### src/rtl/call_stack_ctrl_if.sv
// +----------------------------------------------------------------------------+
// | call_stack_ctrl_if                                                         |
// | Call/return request, PC redirect and register-file stack signal bundle.     |
// | max_depth is present only when CALL_STACK_WATERMARK_EN is defined.          |
// | Revision: 1.0                                                              |
// +----------------------------------------------------------------------------+
`default_nettype none

interface call_stack_ctrl_if #(
  parameter int PC_WIDTH = 5
);
  logic                call_req;
  logic                ret_req;
  logic [PC_WIDTH-1:0] call_target;
  logic [PC_WIDTH-1:0] pc_return;
  logic                call_ack;
  logic                ret_ack;
  logic                pc_load;
  logic [PC_WIDTH-1:0] pc_load_value;
  logic                rf_stack_push;
  logic                rf_stack_pop;
  logic [PC_WIDTH-1:0] rf_stack_pointer;
  logic                busy;
  logic                overflow;
  logic                underflow;
`ifdef CALL_STACK_WATERMARK_EN
  logic [PC_WIDTH-1:0] max_depth;
`endif

  // master: the call-stack controller itself
  modport master (
    input  call_req, ret_req, call_target, pc_return,
    output call_ack, ret_ack, pc_load, pc_load_value,
    output rf_stack_push, rf_stack_pop, rf_stack_pointer,
`ifdef CALL_STACK_WATERMARK_EN
    output max_depth,
`endif
    output busy, overflow, underflow
  );

  // slave: decoder / PC logic / register file side
  modport slave (
    output call_req, ret_req, call_target, pc_return,
    input  call_ack, ret_ack, pc_load, pc_load_value,
    input  rf_stack_push, rf_stack_pop, rf_stack_pointer,
`ifdef CALL_STACK_WATERMARK_EN
    input  max_depth,
`endif
    input  busy, overflow, underflow
  );
endinterface

`default_nettype wire

### src/rtl/call_stack_ctrl.sv
// +----------------------------------------------------------------------------+
// | call_stack_ctrl                                                            |
// | CALL/RET controller: return-address LIFO, frame counter, PC redirect and    |
// | register-file context push/pop strobes. Optional CALL_STACK_WATERMARK_EN   |
// | adds a max_depth high-water mark.                                          |
// | Revision: 1.0                                                              |
// +----------------------------------------------------------------------------+
`default_nettype none

module call_stack_ctrl #(
  parameter int PC_WIDTH = 5,
  parameter int DEPTH    = 8
) (
  input  logic                clk,
  input  logic                rst_n,
  call_stack_ctrl_if.master   bus
);

  localparam int IDX_W  = (DEPTH > 1) ? $clog2(DEPTH) : 1;
  localparam int LIFO_N = 1 << IDX_W;

  localparam logic [PC_WIDTH-1:0] c_depth = PC_WIDTH'(DEPTH);
  localparam logic [PC_WIDTH-1:0] c_one   = PC_WIDTH'(1);

  localparam logic [1:0] c_st_idle  = 2'd0;
  localparam logic [1:0] c_st_push  = 2'd1;
  localparam logic [1:0] c_st_pop   = 2'd2;
  localparam logic [1:0] c_st_fault = 2'd3;

  logic [1:0]          state_q, state_d;
  logic [PC_WIDTH-1:0] sp_q, sp_d;
  logic [PC_WIDTH-1:0] pc_load_value_q, pc_load_value_d;
  logic [PC_WIDTH-1:0] ret_addr_q, ret_addr_d;
  logic                fault_call_q, fault_call_d;
  logic                overflow_q, overflow_d;
  logic                underflow_q, underflow_d;
`ifdef CALL_STACK_WATERMARK_EN
  logic [PC_WIDTH-1:0] max_depth_q, max_depth_d;
`endif

  logic [PC_WIDTH-1:0] lifo_q [LIFO_N];

  logic [PC_WIDTH-1:0] w_sp_inc;
  logic [PC_WIDTH-1:0] w_sp_dec;
  logic [IDX_W-1:0]    w_wr_idx;
  logic [IDX_W-1:0]    w_rd_idx;
  logic                w_lifo_we;

  assign w_sp_inc = sp_q + c_one;
  assign w_sp_dec = sp_q - c_one;
  assign w_wr_idx = sp_q[IDX_W-1:0];
  assign w_rd_idx = w_sp_dec[IDX_W-1:0];

  always_comb begin
    state_d         = state_q;
    sp_d            = sp_q;
    pc_load_value_d = pc_load_value_q;
    ret_addr_d      = ret_addr_q;
    fault_call_d    = fault_call_q;
    overflow_d      = overflow_q;
    underflow_d     = underflow_q;
    w_lifo_we       = 1'b0;
`ifdef CALL_STACK_WATERMARK_EN
    max_depth_d     = max_depth_q;
`endif
    case (state_q)
      c_st_idle: begin
        if (bus.call_req) begin
          ret_addr_d = bus.pc_return;
          if (sp_q < c_depth) begin
            // Redirect target is latched here so it holds after the PUSH cycle.
            pc_load_value_d = bus.call_target;
            state_d         = c_st_push;
          end else begin
            overflow_d   = 1'b1;
            fault_call_d = 1'b1;
            state_d      = c_st_fault;
          end
        end else if (bus.ret_req) begin
          if (sp_q != '0) begin
            pc_load_value_d = lifo_q[w_rd_idx];
            state_d         = c_st_pop;
          end else begin
            underflow_d  = 1'b1;
            fault_call_d = 1'b0;
            state_d      = c_st_fault;
          end
        end
      end
      c_st_push: begin
        w_lifo_we = 1'b1;
        sp_d      = w_sp_inc;
        state_d   = c_st_idle;
`ifdef CALL_STACK_WATERMARK_EN
        if (w_sp_inc > max_depth_q) begin
          max_depth_d = w_sp_inc;
        end
`endif
      end
      c_st_pop: begin
        sp_d    = w_sp_dec;
        state_d = c_st_idle;
      end
      default: begin
        state_d = c_st_idle;
      end
    endcase
  end

  always_ff @(posedge clk) begin
    if (!rst_n) begin
      state_q         <= c_st_idle;
      sp_q            <= '0;
      pc_load_value_q <= '0;
      ret_addr_q      <= '0;
      fault_call_q    <= 1'b0;
      overflow_q      <= 1'b0;
      underflow_q     <= 1'b0;
`ifdef CALL_STACK_WATERMARK_EN
      max_depth_q     <= '0;
`endif
    end else begin
      state_q         <= state_d;
      sp_q            <= sp_d;
      pc_load_value_q <= pc_load_value_d;
      ret_addr_q      <= ret_addr_d;
      fault_call_q    <= fault_call_d;
      overflow_q      <= overflow_d;
      underflow_q     <= underflow_d;
`ifdef CALL_STACK_WATERMARK_EN
      max_depth_q     <= max_depth_d;
`endif
    end
  end

  // LIFO storage carries no reset; contents are only read below sp.
  always_ff @(posedge clk) begin
    if (rst_n && w_lifo_we) begin
      lifo_q[w_wr_idx] <= ret_addr_q;
    end
  end

  assign bus.rf_stack_push    = (state_q == c_st_push);
  assign bus.rf_stack_pop     = (state_q == c_st_pop);
  assign bus.pc_load          = (state_q == c_st_push) || (state_q == c_st_pop);
  assign bus.pc_load_value    = pc_load_value_q;
  assign bus.call_ack         = (state_q == c_st_push) ||
                                ((state_q == c_st_fault) && fault_call_q);
  assign bus.ret_ack          = (state_q == c_st_pop) ||
                                ((state_q == c_st_fault) && !fault_call_q);
  assign bus.rf_stack_pointer = sp_q;
  assign bus.busy             = (state_q != c_st_idle);
  assign bus.overflow         = overflow_q;
  assign bus.underflow        = underflow_q;
`ifdef CALL_STACK_WATERMARK_EN
  assign bus.max_depth        = max_depth_q;
`endif

endmodule

`default_nettype wire

### src/flat_wrapper.sv
// flat-port wrapper written by rule: the top's interface ports become plain ports
module call_stack_ctrl_flat 
#(
  parameter int PC_WIDTH = 5,
  parameter int DEPTH    = 8
)
  (clk, rst_n, bus_call_req, bus_ret_req, bus_call_target, bus_pc_return, bus_call_ack, bus_ret_ack, bus_pc_load, bus_pc_load_value, bus_rf_stack_push, bus_rf_stack_pop, bus_rf_stack_pointer, bus_busy, bus_overflow, bus_underflow);
  call_stack_ctrl_if #(.PC_WIDTH(PC_WIDTH)) bus_i ();
  input  logic clk;
  input  logic rst_n;
  input wire logic [$bits(bus_i.call_req)-1:0] bus_call_req;
  input wire logic [$bits(bus_i.ret_req)-1:0] bus_ret_req;
  input wire logic [$bits(bus_i.call_target)-1:0] bus_call_target;
  input wire logic [$bits(bus_i.pc_return)-1:0] bus_pc_return;
  output wire logic [$bits(bus_i.call_ack)-1:0] bus_call_ack;
  output wire logic [$bits(bus_i.ret_ack)-1:0] bus_ret_ack;
  output wire logic [$bits(bus_i.pc_load)-1:0] bus_pc_load;
  output wire logic [$bits(bus_i.pc_load_value)-1:0] bus_pc_load_value;
  output wire logic [$bits(bus_i.rf_stack_push)-1:0] bus_rf_stack_push;
  output wire logic [$bits(bus_i.rf_stack_pop)-1:0] bus_rf_stack_pop;
  output wire logic [$bits(bus_i.rf_stack_pointer)-1:0] bus_rf_stack_pointer;
  output wire logic [$bits(bus_i.busy)-1:0] bus_busy;
  output wire logic [$bits(bus_i.overflow)-1:0] bus_overflow;
  output wire logic [$bits(bus_i.underflow)-1:0] bus_underflow;
  assign bus_i.call_req = bus_call_req;
  assign bus_i.ret_req = bus_ret_req;
  assign bus_i.call_target = bus_call_target;
  assign bus_i.pc_return = bus_pc_return;
  assign bus_call_ack = bus_i.call_ack;
  assign bus_ret_ack = bus_i.ret_ack;
  assign bus_pc_load = bus_i.pc_load;
  assign bus_pc_load_value = bus_i.pc_load_value;
  assign bus_rf_stack_push = bus_i.rf_stack_push;
  assign bus_rf_stack_pop = bus_i.rf_stack_pop;
  assign bus_rf_stack_pointer = bus_i.rf_stack_pointer;
  assign bus_busy = bus_i.busy;
  assign bus_overflow = bus_i.overflow;
  assign bus_underflow = bus_i.underflow;
  call_stack_ctrl #(.PC_WIDTH(PC_WIDTH), .DEPTH(DEPTH)) u_core (.clk(clk), .rst_n(rst_n), .bus(bus_i));
endmodule
### config.mk
export PLATFORM = sky130hd
export DESIGN_NAME = call_stack_ctrl_flat
export DESIGN_NICKNAME = d
export VERILOG_FILES = /design/src/rtl/call_stack_ctrl_if.sv /design/src/rtl/call_stack_ctrl.sv /design/src/flat_wrapper.sv
export SDC_FILE = /design/constraint.sdc
export NUM_CORES = 1
export LEC_CHECK = 0
export ABC_CLOCK_PERIOD_IN_PS = 2500
export CORE_UTILIZATION = 54
export DETAILED_ROUTE_END_ITERATION = 8
export GPL_ROUTABILITY_DRIVEN = 0
export GPL_TIMING_DRIVEN = 0
export PLACE_DENSITY = 0.74
export SLEW_MARGIN = 30
export SYNTH_ARGS = -nofsm -noshare
export SYNTH_HDL_FRONTEND = slang
export SYNTH_SLANG_ARGS = --single-unit
### constraint.sdc
create_clock -name clk -period 2.5 [get_ports clk]
set_input_delay 0.625 -clock clk [delete_from_list [all_inputs] [get_ports clk]]
set_output_delay 0.625 -clock clk [all_outputs]
set_load 0.1 [all_outputs]
Yosys cells after proc, flatten, opt, wreduce, memory -nomap -nowiden
Memories as Yosys holds them, arrays and structs flattened.
Cells that the tools add are included.
Widths: inputs -> output; s select.
- flip-flop bits (word level): 20
- memory bits (writable): 40
- bits of input ports: 14
- output and inout port bits: 18
- word-level logic and storage cells: 55
- memories: 1
- memory list (memory ; depth ; bits a word ; rd ports ; clocked after Yosys merged registers in ; wr ports ; RTL line ; source):
    u_core.lifo_q ; 8 ; 5 ; 1 ; 0 ; 1 ; call_stack_ctrl.sv:41 ; logic [PC_WIDTH-1:0] lifo_q [LIFO_N];
- $add $sub $neg: 2
- $lt $le $gt $ge: 1
- equality and inequality tests: 6
- mux-type cells: 16
- bitwise operators: 3
- reduce and logical (&&, ||, !) cells: 19
- operators by type and width (operator ; count):
    $mux 5 ; 4
    $reduce_and 4->1 ; 3
    $pmux 5 s2 ; 1
    $mux 1 ; 8
    $reduce_bool 2->1 ; 4
    $mux 2 ; 3
    $add 5x1->5 const B ; 1
    $lt 5x4->1 const B ; 1
    $reduce_bool 5->1 ; 1
    $sub 5x1->5 const B ; 1
    $eq 2x2->1 const B ; 2
    $ne 2x2->1 const B ; 2
    $reduce_and 2->1 ; 2
    $logic_and 1x1->1 ; 3
    $logic_or 1x1->1 ; 3
    $not 1->1 ; 3
    $reduce_and 3->1 ; 1
    $eq 2x1->1 const B ; 1
    $logic_not 2->1 ; 1
    $ne 2x1->1 const B ; 1
    $logic_not 1->1 ; 1

Depth between registers and ports, before layout
Gate-level depths: netlist (run 1).
- depth in word-level cells: 5
- gate-level depth with buffers: 7
- mapped depth without buffers: 6

Worst setup path before layout (run 1)
Ideal clock, no wire load.
- kind: flip-flop to flip-flop
- start: reg u_core.sp_q[0], in the netlist u_core.bus.rf_stack_pointer[0]
- end: reg u_core.pc_load_value_q[3], in the netlist u_core.bus.pc_load_value[3]
- setup time: 0.069 ns
- data arrival time: 2.701 ns
- required time: 2.431 ns
- setup slack: -0.271 ns
- cell stages (with the launch flop): 8
- buffers on the path: 1
- period minus slack after synthesis: 2.771 ns
- cell sequence: dfxtp_1 clkbuf_1 inv_1 ha_1 nor4b_1 or4b_4 o21bai_1 o21ai_1
- longest elaborated chain between the ends: 5
- elaborated cells between the ends (all ways): 10
- those cells by class: 1 x add/sub; 1 x order compare; 1 x eq/ne; 3 x mux; 3 x reduce/logical; 1 x memory
- ends and longest elaborated chain (what ; RTL line ; source):
    start: declaration ; call_stack_ctrl.sv:31 ; logic [PC_WIDTH-1:0] sp_q, sp_d;
    start signal: assignment ; call_stack_ctrl.sv:124 ; sp_q <= sp_d;
    $sub 5x1->5 ; call_stack_ctrl.sv:50 ; assign w_sp_dec = sp_q - c_one;
    $mem_v2 8x5 ; n/a ;
    $mux 5 ; call_stack_ctrl.sv:80 ; if (sp_q != '0) begin
    $mux 5 ; call_stack_ctrl.sv:79 ; end else if (bus.ret_req) begin
    $mux 5 ; call_stack_ctrl.sv:68 ; if (bus.call_req) begin
    end signal: assignment ; call_stack_ctrl.sv:125 ; pc_load_value_q <= pc_load_value_d;
    end: declaration ; call_stack_ctrl.sv:32 ; logic [PC_WIDTH-1:0] pc_load_value_q, pc_load_value_d;
Several ways; a longest one is shown, not always the timed one. The select of a mux whose other input is x is not followed.
A chain may end at the register's enable or synchronous reset.

Worst setup path after layout (run 1)
- start: reg u_core.state_q[1]
- end: out bus_rf_stack_push
- longest elaborated chain between the ends: 1
- ends and longest elaborated chain (what ; RTL line ; source):
    start: declaration ; call_stack_ctrl.sv:30 ; logic [1:0] state_q, state_d;
    start signal: assignment ; call_stack_ctrl.sv:112 ; state_q <= c_st_idle;
    start signal: assignment ; call_stack_ctrl.sv:123 ; state_q <= state_d;
    $eq 2x1->1 ; call_stack_ctrl.sv:143 ; assign bus.rf_stack_push = (state_q == c_st_push);
    end: declaration ; flat_wrapper.sv:19 ; output wire logic [$bits(bus_i.rf_stack_push)-1:0] bus_rf_stack_push;
No other way between the ends.

==> impl_metrics.py, run 1 <==
metrics = {
    "run_status": {
        "outcome": "finished with violations",
        "violations": "DRC",
    },
    "synthesis": {
        "ys_types": 36,
        "netlist_instances": 196,
        "ys_ff_latch": 60,
        "synth-seq-area-share": 0.622,
        "syn-cell-area_um2": 2580,
        "synth_commonest_cells": "edfxtp_1, dfxtp_1, mux2_2, nand2_1, nor2_1",
        "async_reset_ff_frac": 0,
        "synth_top_area_frac": 0.466,
        "synth_edf_count": 40,
        "synthTopCellsByArea": "edfxtp_1, dfxtp_1, mux2_2",
        "avgSynthCellArea_um2": 13.1,
        "yosysMostFrequentCell": "edfxtp_1",
        "synth_nets": 216,
        "ys.warnings.count": 0,
        "synth_ff_type": "edfxtp_1",
        "yosys.area.top_type": "edfxtp_1",
    },
    "global_routing": {
        "grt_pass1_vias": 1745,
        "grt_pass1_wl_um": 8270,
        "antenna_found_initial": 0,
        "grt_overflow": 0,
        "grt_start_max_net_pins": 11,
        "grtUsageTotal": 0.227,
    },
    "place": {
        "dp.cells": 278,
        "dp_hpwl_um": 3720,
        "numPortBuffers": 30,
    },
    "cells_and_area": {
        "area_growth_pct": 22.5,
        "drive_above_1_share": 0.223,
        "n_antenna_cell": 0,
        "stdcell_count": 294,
        "fin_nets": 257,
    },
    "drt": {
        "drtPass1Iterations": 8,
        "route.vias.total": 1687,
        "drc_errors": 2,
        "routed.top_layer": "met4",
        "met2WireLength_um": 2570,
        "wl_met3_um": 287,
        "viasPerCell": 5.74,
        "wl_per_cell_um": 17.4,
        "antenna_left": 0,
        "wirelength_um": 5120,
        "wl_met1_um": 2170,
        "first_iter_violations": 113,
    },
    "clock_tree": {
        "cts_tree": "built",
        "cts_buffers": 9,
        "clk-insertion-delay-late_ps": 330,
        "cts_sinks": 60,
        "clockBufferDepth": 2,
        "root_buffer": "clkbuf_8",
        "path_clk_slew_ps": 60,
        "htree_levels": 3,
        "cts.hold.buffers_added": 0,
    },
    "pwr": {
        "irDropWorstVdd_v": 0.000552,
        "powerDensity_nw_per_um2": 981,
        "total_power_uw": 3100,
        "power_leakage_uw": 0.00117,
    },
    "sta": {
        "rsz0062_at_grt": "no",
        "period_minus_slack_ps": 2450,
        "fin_setup_tns_ps": 0,
        "tightest_slew_ps": 977,
        "setup_viol": 0,
        "slew_headroom": 0.347,
        "hold_violations": 0,
        "maxSlewViolCount": 0,
        "fin_skew_ps": 7.91,
        "min_period_over_period": 0.979,
        "fmax_mhz": 408,
    },
    "run": {
        "max-cap-violations": 0,
    },
    "setup_path": {
        "critPathBufInv": 2,
        "cp.arrival_ps": 1820,
        "end_kind": "primary output",
        "cpMaxStageDelayCell": "clkdlybuf4s15_1",
        "required_ps": 1880,
        "crit_chain": "inv_1, ha_2, clkdlybuf4s15_1",
        "start_kind": "flip-flop",
        "slowest_delay_ps": 830,
        "worstSetupPathType": "flip-flop to primary output",
        "critPathMaxFanout": 4,
        "cp_top_family": "buffers and inverters",
    },
    "die": {
        "rows": 24,
        "start_util": 0.576,
        "dieArea_um2": 5050,
        "dieWidth_um": 71.1,
        "fp.dieH_um": 71.1,
        "io_pins": 32,
        "core_area_um2": 4470,
    },
    "min_path": {
        "worst_hold_path_type": "flip-flop to flip-flop",
    },
}
## report_power, final
| part | leakage [uW] | total [uW] | switching [uW] | internal (uW) |
|---|---|---|---|---|
| registers | 0.000534 | 1170 | 47.0 | 1120 |
| logic | 0.000534 | 1060 | 692 | 363 |
| clock network | 0.000102 | 873 | 362 | 511 |
| total | 0.00117 | 3100 | 1100 | 2000 |
## state kept, by name (all words and copies together), names as in the netlist
| name | cells |
|---|---|
| u_core.bus.overflow | 1 |
| u_core.bus.pc_load_value | 5 |
| u_core.lifo_q | 40 |
| u_core.fault_call_q | 1 |
| u_core.bus.rf_stack_pointer | 5 |
| u_core.bus.underflow | 1 |
| u_core.ret_addr_q | 5 |
| u_core.state_q | 2 |
## area by class of cell
class	count	area (um2)
Inverter	6	22.5
Tap cell	52	65.1
Fill cell	314	1320
Clock inverter	4	47.5
Timing Repair Buffer	30	303
Buffer	9	50.0
Sequential cell	60	1600
Multi-Input combinational cell	121	910
Clock buffer	12	155
## cell usage in the layout (no fill, tap or decap), drive strengths merged, types with 2 or more instances in the layout
cell	n
dlymetal6s2s	2
o31ai	4
o21a	4
buf	5
clkinv	2
clkdlybuf4s15	5
nand3	7
dfxtp	20
or2	2
clkdlybuf4s50	20
nor4b	2
nand2	14
ha	6
a211oi	2
o21ai	3
dlygate4sd2	2
and2	4
edfxtp	40
xnor2	5
nand3b	3
a21o	2
a21boi	5
inv	6
o22ai	9
nor2	12
mux2	19
and4b	2
clkbuf	17
a22oi	5
nor3	3
## worst register-to-register path: stages (launching register included)
cell	delay, ps
dfxtp_2	340
clkbuf_1	300
inv_1	110
ha_1	310
buf_2	270
mux4_2	530
o22ai_1	180
o21ai_1	70
## worst paths after layout
kind / slack (ps) / cells after the start / from / end
worst max-delay path: 50 / 3 / u_core.state_q[1] / bus_rf_stack_push
worst min-delay path: 470 / 1 / u_core.bus.underflow / u_core.bus.underflow
worst max register to register: 260 / 7 / u_core.bus.rf_stack_pointer[1] / u_core.bus.pc_load_value[3]
worst min register to register: 470 / 1 / u_core.bus.underflow / u_core.bus.underflow
## repair_timing
item | 4_1_cts | 5_1_grt
gates resized for setup | 19 | 7
endpoints found under the setup margin | 11 | 6
pin swaps | 0 | 0
buffers inserted | 0 | 0
## through the flow
step	util	setup slack (ps)	hold WS, ps	area [um2]
global route	0.706	0.146	502	3160
finish	0.706	51.9	471	3160
detailed placement	0.659	-189	459	2950
CTS	0.705	5.60	479	3160
global placement	0.659	-142	454	2950
floorplan	-	53.9	507	2580
## cell families (layout without fill, tap and decap cells)
kind of cell               count (synthesis)  after routing  share of synthesized area
AOI/OAI and AO/OA                         37             37                      0.103
xor gates and xnor gates                   6              6                     0.0204
adders and majority gates                  6              6                     0.0291
buffers and inverters                     15             61                     0.0272
DFF                                       60             60                      0.622
muxes                                     20             20                     0.0918
and+or+nand+nor                           52             52                      0.107
## layer usage
metal / global-route usage / vias to the layer above
met2: 0.388 / 72
met5: 0 / -
met4: 0.0889 / 0
met1: 0.263 / 792
met3: 0.0783 / 9
li1: - / 814
Power figures use the tool's default switching activity.
==> run 2, diff against run 1 <==
--- a/config.mk
+++ b/config.mk
@@ -6,6 +6,8 @@
 export NUM_CORES = 1
 export LEC_CHECK = 0
 export ABC_CLOCK_PERIOD_IN_PS = 2500
+export CORE_ASPECT_RATIO = 0.6
+export CORE_MARGIN = 2
 export CORE_UTILIZATION = 54
 export DETAILED_ROUTE_END_ITERATION = 8
 export GPL_ROUTABILITY_DRIVEN = 0
==> run 2 against run 1 <==
Against the previous run: the run now ends clean; sequential share of layout area decreased by 0.75 points; worst setup slack got worse by 7.6 ps; non-clock buffer count unchanged; routed wire length increased by 11%; via count increased by 3.2%; final area increased by 1.5%.
==> impl_metrics.py, run 2 (same netlist as run 1, synthesis figures left out) <==
metrics = {
    "die": {
        "dieWidth_um": 93.2,
        "dieArea_um2": 5360,
        "io_pins": 32,
        "fp.dieH_um": 57.5,
        "start_util": 0.561,
        "rows": 19,
        "core_area_um2": 4590,
    },
    "global_routing": {
        "antenna_found_initial": 0,
        "grt_start_max_net_pins": 11,
        "grt_overflow": 0,
        "grtUsageTotal": 0.236,
        "grt_pass1_wl_um": 8940,
        "grt_pass1_vias": 1720,
    },
    "place": {
        "dp.cells": 289,
        "numPortBuffers": 30,
        "dp_slack_ps": -171,
        "dp_hpwl_um": 4070,
    },
    "pwr": {
        "powerDensity_nw_per_um2": 1030,
        "irDropWorstVdd_v": 0.000537,
        "power_leakage_uw": 0.00119,
    },
    "sta": {
        "fmax_mhz": 407,
        "tightest_slew_ps": 971,
        "min_period_over_period": 0.982,
        "slew_headroom": 0.350,
        "maxSlewViolCount": 0,
        "fin_ws_ps": 44.3,
        "setup_viol": 0,
        "fin_skew_ps": 7.20,
        "period_minus_slack_ps": 2460,
        "rsz0062_at_grt": "no",
        "hold_ws_ps": 482,
        "hold_violations": 0,
    },
    "clock_tree": {
        "clockBufferDepth": 2,
        "cts.hold.buffers_added": 0,
        "htree_levels": 3,
        "postCtsSetupRepairBufs": 0,
        "root_buffer": "clkbuf_8",
        "path_clk_slew_ps": 60,
        "cts_buffers": 9,
        "cts_tree": "built",
        "cts_sinks": 60,
        "clk-insertion-delay-late_ps": 340,
    },
    "cells_and_area": {
        "largest-register": "u_core.lifo_q",
        "area_growth_pct": 24.4,
        "final_common_cell": "edfxtp_1",
        "fin_nets": 257,
        "stdcell_count": 305,
        "mostFrequentLayoutCells": "edfxtp_1, clkdlybuf4s50_1, mux2_2, dfxtp_1, nand2_1",
        "largest_reg_flops": 40,
        "utilization": 0.698,
        "n_antenna_cell": 0,
        "drive_above_1_share": 0.219,
    },
    "setup_path": {
        "cp-endpoint": "bus_rf_stack_push",
        "r2r_cells": 7,
        "start_kind": "flip-flop",
        "reg2reg_slack_ps": 200,
        "worstSetupPathType": "flip-flop to primary output",
        "r2r_end": "u_core.bus.pc_load_value[3]",
        "cp.arrival_ps": 1830,
        "r2r_start": "u_core.bus.rf_stack_pointer[1]",
        "required_ps": 1880,
        "startpoint": "u_core.state_q[1]",
        "critPathMaxFanout": 4,
        "end_kind": "primary output",
    },
    "run": {
        "max-cap-violations": 0,
    },
    "drt": {
        "first_iter_violations": 151,
        "drc_errors": 0,
        "wirelength_um": 5690,
        "wl_per_cell_um": 18.6,
        "route.vias.total": 1741,
        "viasPerCell": 5.71,
        "drtPass1Iterations": 5,
        "antenna_left": 0,
    },
    "min_path": {
        "worst_hold_path_type": "flip-flop to flip-flop",
        "hp-start": "u_core.bus.overflow",
    },
    "run_status": {
        "outcome": "complete, no violations",
    },
}
[run 2: cell types whose count changed in the layout (fill, tap and decap cells not counted)]
| cell | delta |
|---|---|
| bufinv_16 | +2 |
| clkbuf_8 | -2 |
| clkdlybuf4s15_1 | -1 |
| clkinv_1 | +2 |
| clkinv_2 | -1 |
| clkinvlp_4 | -1 |
| dlygate4sd2_1 | +1 |
| xnor2_1 | -1 |
| xnor2_2 | +1 |
[run 2: metrics by stage]
stage,area [um2],setup TNS [ps],power (uW)
detailed placement,2960,-314,2270
global placement,2960,-224,2240
CTS,3200,0,3280
global route,3200,0,3400
finish,3200,0,3280
floorplan,2580,0,2010
[run 2: final cells by class]
cell class | count | area, um2
Sequential cell | 60 | 1600
Fill cell | 316 | 1380
Multi-Input combinational cell | 121 | 917
Timing Repair Buffer | 30 | 302
Clock buffer | 10 | 128
Clock inverter | 6 | 103
Tap cell | 63 | 78.8
Buffer | 9 | 50.0
Inverter | 6 | 22.5
[run 2: metal layers]
layer,wire length [um],vias to the layer above,GRT usage
li1,-,811,-
met1,2690,835,0.341
met2,2370,79,0.328
met3,501,16,0.0832
met4,126,0,0.0945
met5,0,-,0
[run 2: timing repair]
| item | CTS | global route |
|---|---|---|
| gates resized for setup | 18 | 9 |
| setup endpoints to repair | 8 | 8 |
| endpoints found under the hold margin | 0 | 0 |
[run 2: how the worst min path moves through the flow]
stage	to	slack, ps	cells after the start
after floorplan	u_core.ret_addr_q[0]	510	2
after CTS	u_core.bus.overflow	490	1
after detailed placement	u_core.bus.overflow	470	1
final	u_core.bus.overflow	480	1
after global routing	u_core.bus.overflow	500	1
after global placement	u_core.bus.underflow	450	1
[run 2: worst max-delay path: stages (launching register included)]
cell and delay, ps:
dfxtp_1 340, inv_1 90, ha_2 210, dlygate4sd2_1 860
[run 2: power breakdown]
part / total, uW / internal (uW) / switching [uW] / leakage (uW)
logic: 1090 / 369 / 723 / 0.000543
clock network: 1020 / 654 / 371 / 0.000115
registers: 1170 / 1120 / 48.1 / 0.000534
==> run 3, diff against run 2 <==
--- a/config.mk
+++ b/config.mk
@@ -6,12 +6,14 @@
 export NUM_CORES = 1
 export LEC_CHECK = 0
 export ABC_CLOCK_PERIOD_IN_PS = 2500
+export CAP_MARGIN = 20
 export CORE_ASPECT_RATIO = 0.6
 export CORE_MARGIN = 2
 export CORE_UTILIZATION = 54
 export DETAILED_ROUTE_END_ITERATION = 8
 export GPL_ROUTABILITY_DRIVEN = 0
 export GPL_TIMING_DRIVEN = 0
+export HOLD_SLACK_MARGIN = 0.12
 export PLACE_DENSITY = 0.74
 export SLEW_MARGIN = 30
 export SYNTH_ARGS = -nofsm -noshare
==> results of run 3 <==
No change in the layout: final DEF, timing and power equal those of run 2.
